[config.mk]
export PLATFORM = sky130hd
export DESIGN_NAME = traffic_light_controller_flat
export DESIGN_NICKNAME = d
export VERILOG_FILES = /design/src/rtl/traffic_light_controller_if.sv /design/src/rtl/traffic_light_controller.sv /design/src/flat_wrapper.sv
export SDC_FILE = /design/constraint.sdc
export NUM_CORES = 1
export LEC_CHECK = 0
export CORE_ASPECT_RATIO = 0.5
export CORE_UTILIZATION = 35
export DETAILED_ROUTE_END_ITERATION = 10
export GPL_ROUTABILITY_DRIVEN = 0
export PLACE_DENSITY = 0.62
export SLEW_MARGIN = 0
export SYNTH_ARGS = -nofsm -noshare
export SYNTH_HDL_FRONTEND = slang
export SYNTH_SLANG_ARGS = --single-unit
[constraint.sdc]
create_clock -name i_clk -period 4.56 [get_ports i_clk]
set_input_delay 0.456 -clock i_clk [delete_from_list [all_inputs] [get_ports i_clk]]
set_output_delay 0.456 -clock i_clk [all_outputs]
set_load 0.005 [all_outputs]
[src/rtl/traffic_light_controller_if.sv]
// Sensor/flash inputs, timer handshake and light outputs of the intersection controller.
interface traffic_light_controller_if;
    logic       i_car_sensor;
    logic       i_flash_mode;
    logic       i_long_timer;
    logic       i_short_timer;
    logic       o_long_time;
    logic       o_short_time;
    logic [1:0] o_hwy_light;
    logic [1:0] o_farm_light;
    logic [2:0] o_state;
    logic       o_fault;

    modport master (
        output i_car_sensor, i_flash_mode, i_long_timer, i_short_timer,
        input  o_long_time, o_short_time, o_hwy_light, o_farm_light, o_state, o_fault
    );

    modport slave (
        input  i_car_sensor, i_flash_mode, i_long_timer, i_short_timer,
        output o_long_time, o_short_time, o_hwy_light, o_farm_light, o_state, o_fault
    );
endinterface

[src/rtl/traffic_light_controller.sv]
// Highway/farm-road intersection FSM with all-red clearance, timer request gaps,
// watchdog-to-flash fault handling and a blinking flash mode. All outputs registered.
module traffic_light_controller #(
    parameter int WDOG_CYCLES = 64,
    parameter int FLASH_HALF  = 8
) (
    input  logic                        i_clk,
    input  logic                        i_reset_n,
    traffic_light_controller_if.slave   bus
);

    typedef enum logic [2:0] {
        HG    = 3'd0,
        HY    = 3'd1,
        AR1   = 3'd2,
        FG    = 3'd3,
        FY    = 3'd4,
        AR2   = 3'd5,
        FLASH = 3'd6
    } state_t;

    localparam logic [6:0] AGE_MAX    = 7'd127;
    localparam logic [6:0] WDOG_TRIP  = 7'(WDOG_CYCLES - 2);
    localparam logic [7:0] FLASH_LAST = 8'(FLASH_HALF - 1);

    state_t     state_q, state_d;
    logic [6:0] age_q, age_d;
    logic [6:0] wdog_q, wdog_d;
    logic       car_pending_q, car_pending_d;
    logic       fault_q, fault_d;
    logic       phase_q, phase_d;
    logic [7:0] fcnt_q, fcnt_d;
    logic       long_d1_q, short_d1_q;
    logic       long_req_q, long_req_d;
    logic       short_req_q, short_req_d;
    logic [1:0] hwy_q, hwy_d;
    logic [1:0] farm_q, farm_d;

    logic timed_long;
    logic expired;
    logic wdog_trip;
    logic entering;

    always_comb begin
        state_d       = state_q;
        phase_d       = phase_q;
        fcnt_d        = '0;
        hwy_d         = 2'b11;
        farm_d        = 2'b11;

        timed_long = (state_q == HG) || (state_q == FG);
        // Early falling edges are leftovers of the previous state's request.
        expired    = (state_q != FLASH) && (age_q >= 7'd3) &&
                     (timed_long ? (long_d1_q & ~bus.i_long_timer)
                                 : (short_d1_q & ~bus.i_short_timer));
        wdog_trip  = (state_q != FLASH) && (wdog_q >= WDOG_TRIP);

        case (state_q)
            HG:      if (expired && car_pending_q) state_d = HY;
            HY:      if (expired) state_d = AR1;
            AR1:     if (expired) state_d = FG;
            FG:      if (expired) state_d = FY;
            FY:      if (expired) state_d = AR2;
            AR2:     if (expired) state_d = HG;
            FLASH:   if (!bus.i_flash_mode && !fault_q) state_d = AR2;
            default: state_d = AR2;
        endcase
        if ((state_q != FLASH) && (bus.i_flash_mode || wdog_trip)) state_d = FLASH;

        entering = (state_d != state_q);
        fault_d  = fault_q | wdog_trip;
        age_d    = entering ? '0 : ((age_q == AGE_MAX) ? age_q : age_q + 7'd1);
        // The watchdog restarts on every accepted expiry so an idle HG can re-arm forever.
        wdog_d   = (entering || expired) ? '0 : ((wdog_q == AGE_MAX) ? wdog_q : wdog_q + 7'd1);

        if (entering && (state_d == FG))
            car_pending_d = 1'b0;
        else
            car_pending_d = car_pending_q | (bus.i_car_sensor && (state_q != FG));

        if (state_d == FLASH) begin
            if (entering) begin
                phase_d = 1'b1;
            end else if (fcnt_q == FLASH_LAST) begin
                phase_d = ~phase_q;
            end else begin
                fcnt_d = fcnt_q + 8'd1;
            end
        end

        long_req_d  = !entering && ((state_d == HG) || (state_d == FG));
        short_req_d = !entering && (state_d inside {HY, AR1, FY, AR2});

        case (state_d)
            HG:      begin hwy_d = 2'b01; farm_d = 2'b11; end
            HY:      begin hwy_d = 2'b10; farm_d = 2'b11; end
            FG:      begin hwy_d = 2'b11; farm_d = 2'b01; end
            FY:      begin hwy_d = 2'b11; farm_d = 2'b10; end
            FLASH:   begin
                hwy_d  = phase_d ? 2'b10 : 2'b00;
                farm_d = phase_d ? 2'b11 : 2'b00;
            end
            default: begin hwy_d = 2'b11; farm_d = 2'b11; end
        endcase
    end

    always_ff @(posedge i_clk) begin
        if (!i_reset_n) begin
            state_q       <= AR2;
            age_q         <= '0;
            wdog_q        <= '0;
            car_pending_q <= 1'b0;
            fault_q       <= 1'b0;
            phase_q       <= 1'b0;
            fcnt_q        <= '0;
            long_d1_q     <= 1'b0;
            short_d1_q    <= 1'b0;
            long_req_q    <= 1'b0;
            short_req_q   <= 1'b0;
            hwy_q         <= 2'b11;
            farm_q        <= 2'b11;
        end else begin
            state_q       <= state_d;
            age_q         <= age_d;
            wdog_q        <= wdog_d;
            car_pending_q <= car_pending_d;
            fault_q       <= fault_d;
            phase_q       <= phase_d;
            fcnt_q        <= fcnt_d;
            long_d1_q     <= bus.i_long_timer;
            short_d1_q    <= bus.i_short_timer;
            long_req_q    <= long_req_d;
            short_req_q   <= short_req_d;
            hwy_q         <= hwy_d;
            farm_q        <= farm_d;
        end
    end

    assign bus.o_long_time  = long_req_q;
    assign bus.o_short_time = short_req_q;
    assign bus.o_hwy_light  = hwy_q;
    assign bus.o_farm_light = farm_q;
    assign bus.o_state      = state_q;
    assign bus.o_fault      = fault_q;

endmodule

[src/flat_wrapper.sv]
// flat-port wrapper written by rule: the top's interface ports become plain ports
module traffic_light_controller_flat 
#(
    parameter int WDOG_CYCLES = 64,
    parameter int FLASH_HALF  = 8
)
  (i_clk, i_reset_n, bus_i_car_sensor, bus_i_flash_mode, bus_i_long_timer, bus_i_short_timer, bus_o_long_time, bus_o_short_time, bus_o_hwy_light, bus_o_farm_light, bus_o_state, bus_o_fault);
  traffic_light_controller_if bus_i ();
  input  logic i_clk;
  input  logic i_reset_n;
  input wire logic [$bits(bus_i.i_car_sensor)-1:0] bus_i_car_sensor;
  input wire logic [$bits(bus_i.i_flash_mode)-1:0] bus_i_flash_mode;
  input wire logic [$bits(bus_i.i_long_timer)-1:0] bus_i_long_timer;
  input wire logic [$bits(bus_i.i_short_timer)-1:0] bus_i_short_timer;
  output wire logic [$bits(bus_i.o_long_time)-1:0] bus_o_long_time;
  output wire logic [$bits(bus_i.o_short_time)-1:0] bus_o_short_time;
  output wire logic [$bits(bus_i.o_hwy_light)-1:0] bus_o_hwy_light;
  output wire logic [$bits(bus_i.o_farm_light)-1:0] bus_o_farm_light;
  output wire logic [$bits(bus_i.o_state)-1:0] bus_o_state;
  output wire logic [$bits(bus_i.o_fault)-1:0] bus_o_fault;
  assign bus_i.i_car_sensor = bus_i_car_sensor;
  assign bus_i.i_flash_mode = bus_i_flash_mode;
  assign bus_i.i_long_timer = bus_i_long_timer;
  assign bus_i.i_short_timer = bus_i_short_timer;
  assign bus_o_long_time = bus_i.o_long_time;
  assign bus_o_short_time = bus_i.o_short_time;
  assign bus_o_hwy_light = bus_i.o_hwy_light;
  assign bus_o_farm_light = bus_i.o_farm_light;
  assign bus_o_state = bus_i.o_state;
  assign bus_o_fault = bus_i.o_fault;
  traffic_light_controller #(.WDOG_CYCLES(WDOG_CYCLES), .FLASH_HALF(FLASH_HALF)) u_core (.i_clk(i_clk), .i_reset_n(i_reset_n), .bus(bus_i));
endmodule
# Yosys cells after proc, flatten, opt, wreduce, memory -nomap -nowiden
# Index checks and enable logic that the tools add are counted.
# W data, S select, Z words.
[op_classes]
n_bitwise = 9
n_eq_ne = 18
mux = 17
addsub = 3
magnitude_cmp = 2
reduce_logical = 24
[ops]
columns = ["op", "count"]
rows = [
  ["$mux W3", 8],
  ["$pmux W3 S7", 1],
  ["$eq A3 B3 Y1 const B", 6],
  ["$add A7 B1 Y7 const B", 2],
  ["$eq A7 B7 Y1 const B", 2],
  ["$eq A3 B2 Y1 const B", 4],
  ["$pmux W2 S3", 2],
  ["$logic_and A1 B1 Y1", 10],
  ["$add A8 B1 Y8 const B", 1],
  ["$eq A8 B3 Y1 const B", 1],
  ["$ge A7 B2 Y1 const B", 1],
  ["$ge A7 B6 Y1 const B", 1],
  ["$eq A3 B1 Y1 const B", 2],
  ["$logic_not A3 Y1", 2],
  ["$reduce_or A2 Y1", 3],
  ["$not A1 Y1", 5],
  ["$logic_or A1 B1 Y1", 4],
  ["$mux W1", 4],
  ["$mux W2", 2],
  ["$reduce_bool A4 Y1", 1],
  ["$reduce_or A4 Y1", 1],
  ["$logic_not A1 Y1", 3],
  ["$ne A3 B2 Y1 const B", 1],
  ["$ne A3 B3 Y1", 1],
  ["other kinds (3)", 5],
]
[totals]
word_cells = 86
output_inout_bits = 10
input_bits = 6
ff_bits = 36

# Longest topological paths before layout
[depth]
word_depth = 13
ltp_mapped = 8
ltp_nobuf = 8

# Least setup slack after synthesis
# Ideal clock, no wire load.
[synth_timing]
path_kind = "input to register"
startpoint = "input port bus_i_long_timer"
endpoint = "register u_core.short_req_q (netlist: u_core.bus.o_short_time)"
cell_stages = 6
n_path_buf = 0
t_arrival_ns = 1.829
required_ns = 4.430
setup_slack_ns = 2.601
setup_ns = 0.130
path_cell_list = "and2b_2 -> or3_2 -> and4_4 -> o311ai_4 -> and2_1 -> nor4_1"
[synth_via]
elab_chain_len = 11
word_cells_on_any_way = 21
cone_classes = "eq/ne (5); mux (9); bitwise (2); reduce/logical (5)"
[synth_lines]
columns = ["element", "line_no", "text"]
rows = [
  ["start, declared", "flat_wrapper.sv:13", "input wire logic [$bits(bus_i.i_long_timer)-1:0] bus_i_long_timer;"],
  ["$not A1 Y1 *", "traffic_light_controller.sv:54", "(timed_long ? (long_d1_q & ~bus.i_long_timer)"],
  ["$and A1 B1 Y1 *", "traffic_light_controller.sv:54", ""],
  ["$mux W1 *", "traffic_light_controller.sv:54", ""],
  ["$logic_and A1 B1 Y1 *", "traffic_light_controller.sv:53", "expired = (state_q != FLASH) && (age_q >= 7'd3) &&"],
  ["$logic_and A1 B1 Y1", "traffic_light_controller.sv:59", "HG: if (expired && car_pending_q) state_d = HY;"],
  ["$mux W3", "traffic_light_controller.sv:59", ""],
  ["$pmux W3 S7 *", "traffic_light_controller.sv:58", "case (state_q)"],
  ["$mux W3 *", "traffic_light_controller.sv:68", "if ((state_q != FLASH) && (bus.i_flash_mode || wdog_trip)) state_d = FLASH;"],
  ["$eq A3 B1 Y1 (tied with other cells)", "traffic_light_controller.sv:92", "short_req_d = !entering && (state_d inside {HY, AR1, FY, AR2});"],
  ["$reduce_bool A4 Y1 or $logic_not A1 Y1 (tied branches)", "traffic_light_controller.sv:92", ""],
  ["$logic_and A1 B1 Y1 *", "traffic_light_controller.sv:92", ""],
  ["end signal, assigned", "traffic_light_controller.sv:133", "short_req_q <= short_req_d;"],
  ["end, declared", "traffic_light_controller.sv:35", "logic short_req_q, short_req_d;"],
]
# Mark *: on every way between the ends. The rest lies on a longest branch, timed or not.
# A chain may end at the register's enable or synchronous reset.

# Final worst setup path
# Ends and elaborated chain as after synthesis.

==> reports/qor.txt <==
Leak: 0.794 nW
Clock Skews: 0.00702 ns
Fill count: 462
Cell Pwr Density: 332 nW/µm²
Post-CTS Setup Bufs: 0
HPWL reported at the end of detailed placement: 2.47 mm
Top cells by area, synth: dfxtp_1 (41%), nor2_1 (7.5%), xor2_1 (4.5%)
Post-Synth Simple-Gate Area: 26.2%
Slew margin rel.: 65.4%
Largest family of logic cells by synthesized area: simple AND/OR/NAND/NOR gates
CP max stage delay: 0.53 ns
Clock transition at path regs: 0.07 ns
Initial Util: 38.0%
R2R setup slack: 2.47 ns
IO Count: 16
Mapped Cells: 196
Clock buffer depth: 2
First-pass GRT wire length: 5.75 mm
Clk_lat worst skew: 0.29 ns
Critical Path Start: bus_i_long_timer
FMAX: 436 MHz
CP Cell Sequence: clkdlybuf4s50_1 -> and2b_2 -> or3_2 -> and4_4 -> o311ai_4 -> and2_1 -> nor4_1
Syn avg cell area: 8.92 µm²
Pre-CTS WS: 1.93 ns
CP Max Fanout: 4
Yosys warns: 0
Antenna diodes: 0
WL final: 3.31 mm
Crit path to: u_core.bus.o_short_time$_SDFF_PN0_
Hold Slack: 0.444 ns
Reg2reg end: u_core.bus.o_short_time$_SDFF_PN0_
Total CTS buffers: 5
RSZ-0062 raised after global routing: false
Post-layout util: 45.2%
H-tree Lvls: 2
Synth top cells by count: dfxtp_1 (36), nor2_1 (35), nand2_1 (11), nand3_1 (11), xor2_1 (9)
CP endpoint kind: register
Via count: 1386
Status: finished, final reports clean
Number of global-route vias before repair: 1296
Mean number of vias per cell: 4.91
Drt wl/cell: 11.7 µm
Syn nets: 206
Synth Flop Type: dfxtp_1
Fin crit share: 50.3%
Post-synth cell types: 51
Endpoints failing setup: 0
Detail Route Antenna Nets: 0
# resized after CTS: 0
Hold WC Path Type: register to register
Startpoint types: input port
Post-route DRC: 0
Post-placement cell count: 274
Post-synthesis mux area share: 1.15%
Tightest Pin Transition: 0.515 ns
Final hold vios: 0
FF-to-FF path depth: 8
Port-buffer cells: 15
Synth top area share: 41.2%
EDFF count, synth: 0
Maxcap violations: 0
Yosys top cell by area: dfxtp_1
Min-delay src: u_core.fcnt_q[0]$_SDFF_PP0_
Area share of fa/ha/maj cells after synthesis: 2.86%
Post-synthesis compound-gate area fraction: 17.1%
Share of layout cells above drive strength 1: 9.72%
Starting DRT DRC Count: 60
CTS tree: done
Setup Crit Path Kind: input port to register
Sequential-to-total area share from yosys stat: 41.2%
Post-synthesis register bit count: 36
VDD IR-drop max: 0.120 mV
Xor/xnor share of the synthesized area: 8.02%
Die H: 52.0 µm
Max Slew Vio Count: 0
Antenna violations before repair: 0
Clk Tree Root Cell: clkbuf_8
CP arrival: 2.46 ns
Largest net degree at the start of global routing: 13
Slowest stage cell on the critical path: or3_2
CTS Hold Buffers Added: 0
Core Region: 4590 µm²
Clk sinks: 36
Ys async rst share: 0%
Syn-to-layout area delta: 18.8%
Final nets: 225
Rows: 17
Post-route worst setup slack: 2.27 ns
GRT Total Usage: 14.7%
Die X: 102 µm
Most numerous cell in the Yosys netlist: dfxtp_1
Worst R2R Start: u_core.wdog_q[0]$_SDFFE_PP0P_
Total grt overflow: 0
Critical path required time: 4.73 ns
Non-filler cells, final: 282
TNS Setup: 0 ns
Initial DRT Pass Iterations: 4
Mapped Area: 1750 µm²
Final min period: 2.29 ns
Die area: 5300 µm²
==> worst min path at each step <==
stage	endpoint	depth (start not counted)
after global placement	u_core.fcnt_q[0]$_SDFF_PP0_	1
final	u_core.fcnt_q[0]$_SDFF_PP0_	1
after floorplan	u_core.fcnt_q[0]$_SDFF_PP0_	1
after detailed placement	u_core.fcnt_q[0]$_SDFF_PP0_	1
after global routing	u_core.fcnt_q[0]$_SDFF_PP0_	1
after CTS	u_core.fcnt_q[0]$_SDFF_PP0_	1
==> cell type report <==
cell class / count / area [µm²] / share of cell area (%)
Inverter: 8 / 30.0 / 1.45
Multi-Input combinational cell: 149 / 967 / 46.6
Clock inverter: 1 / 30.0 / 1.45
Tap cell: 66 / 82.6 / 3.98
Timing Repair Buffer: 15 / 150 / 7.23
Sequential cell: 36 / 721 / 34.7
Clock buffer: 7 / 96.3 / 4.64
==> per-layer routing <==
layer,up-vias,wire length [µm],GRT usage [%]
li1,725,-,-
met1,637,1630,17.3
met2,19,1500,24.2
met3,5,123,4.97
met4,0,51,7.86
met5,-,0,0
==> registers in the layout, summed over array words and instances (netlist names) <==
| register | flops |
|---|---|
| u_core.car_pending_q | 1 |
| u_core.bus.o_short_time | 1 |
| u_core.bus.o_hwy_light | 2 |
| u_core.age_q | 7 |
| u_core.bus.o_state | 3 |
| u_core.bus.o_fault | 1 |
| u_core.wdog_q | 7 |
| u_core.bus.o_farm_light | 2 |
| u_core.bus.o_long_time | 1 |
| u_core.fcnt_q | 8 |
| u_core.phase_q | 1 |
| u_core.short_d1_q | 1 |
| u_core.long_d1_q | 1 |
==> power by group <==
group          total [mW]  switching (mW)  internal [mW]
registers           0.331         0.00794          0.323
logic              0.0539          0.0275         0.0263
clock network       0.306           0.113          0.193
total               0.690           0.148          0.542
==> critical path: cells and delay by family <==
kind                   cells  cell delay, ns
AOI/OAI and AO/OA          1            0.28
buffers and inverters      1            0.49
and+or+nand+nor            5            1.24
==> cell usage in the layout, fill, tap and decap left out, drive strengths merged, types with 5 or more instances in the layout <==
cell	count
clkdlybuf4s50	15
and3	5
nand3	11
nand2	11
nor2	35
inv	8
o21ai	11
xor2	9
clkbuf	7
xnor2	7
dfxtp	36
and2	5
a21oi	6
==> through the flow <==
| step | power, mW | cell area (µm²) |
|---|---|---|
| floorplan | 0.373 | 1750 |
| global placement | 0.392 | 1950 |
| CTS | 0.698 | 2080 |
| global route | 0.722 | 2080 |
| detailed placement | 0.392 | 1950 |
| finish | 0.690 | 2080 |
==> cell families (layout without fill, tap and decap cells) <==
family          after synthesis  count (layout)
simple gates                 89              89
compound gates               38              38
flops                        36              36
xor+xnor                     16              16
buf+inv                      11              31
fa+ha+maj                     4               4
mux                           2               2
Power figures use the tool's default switching activity.
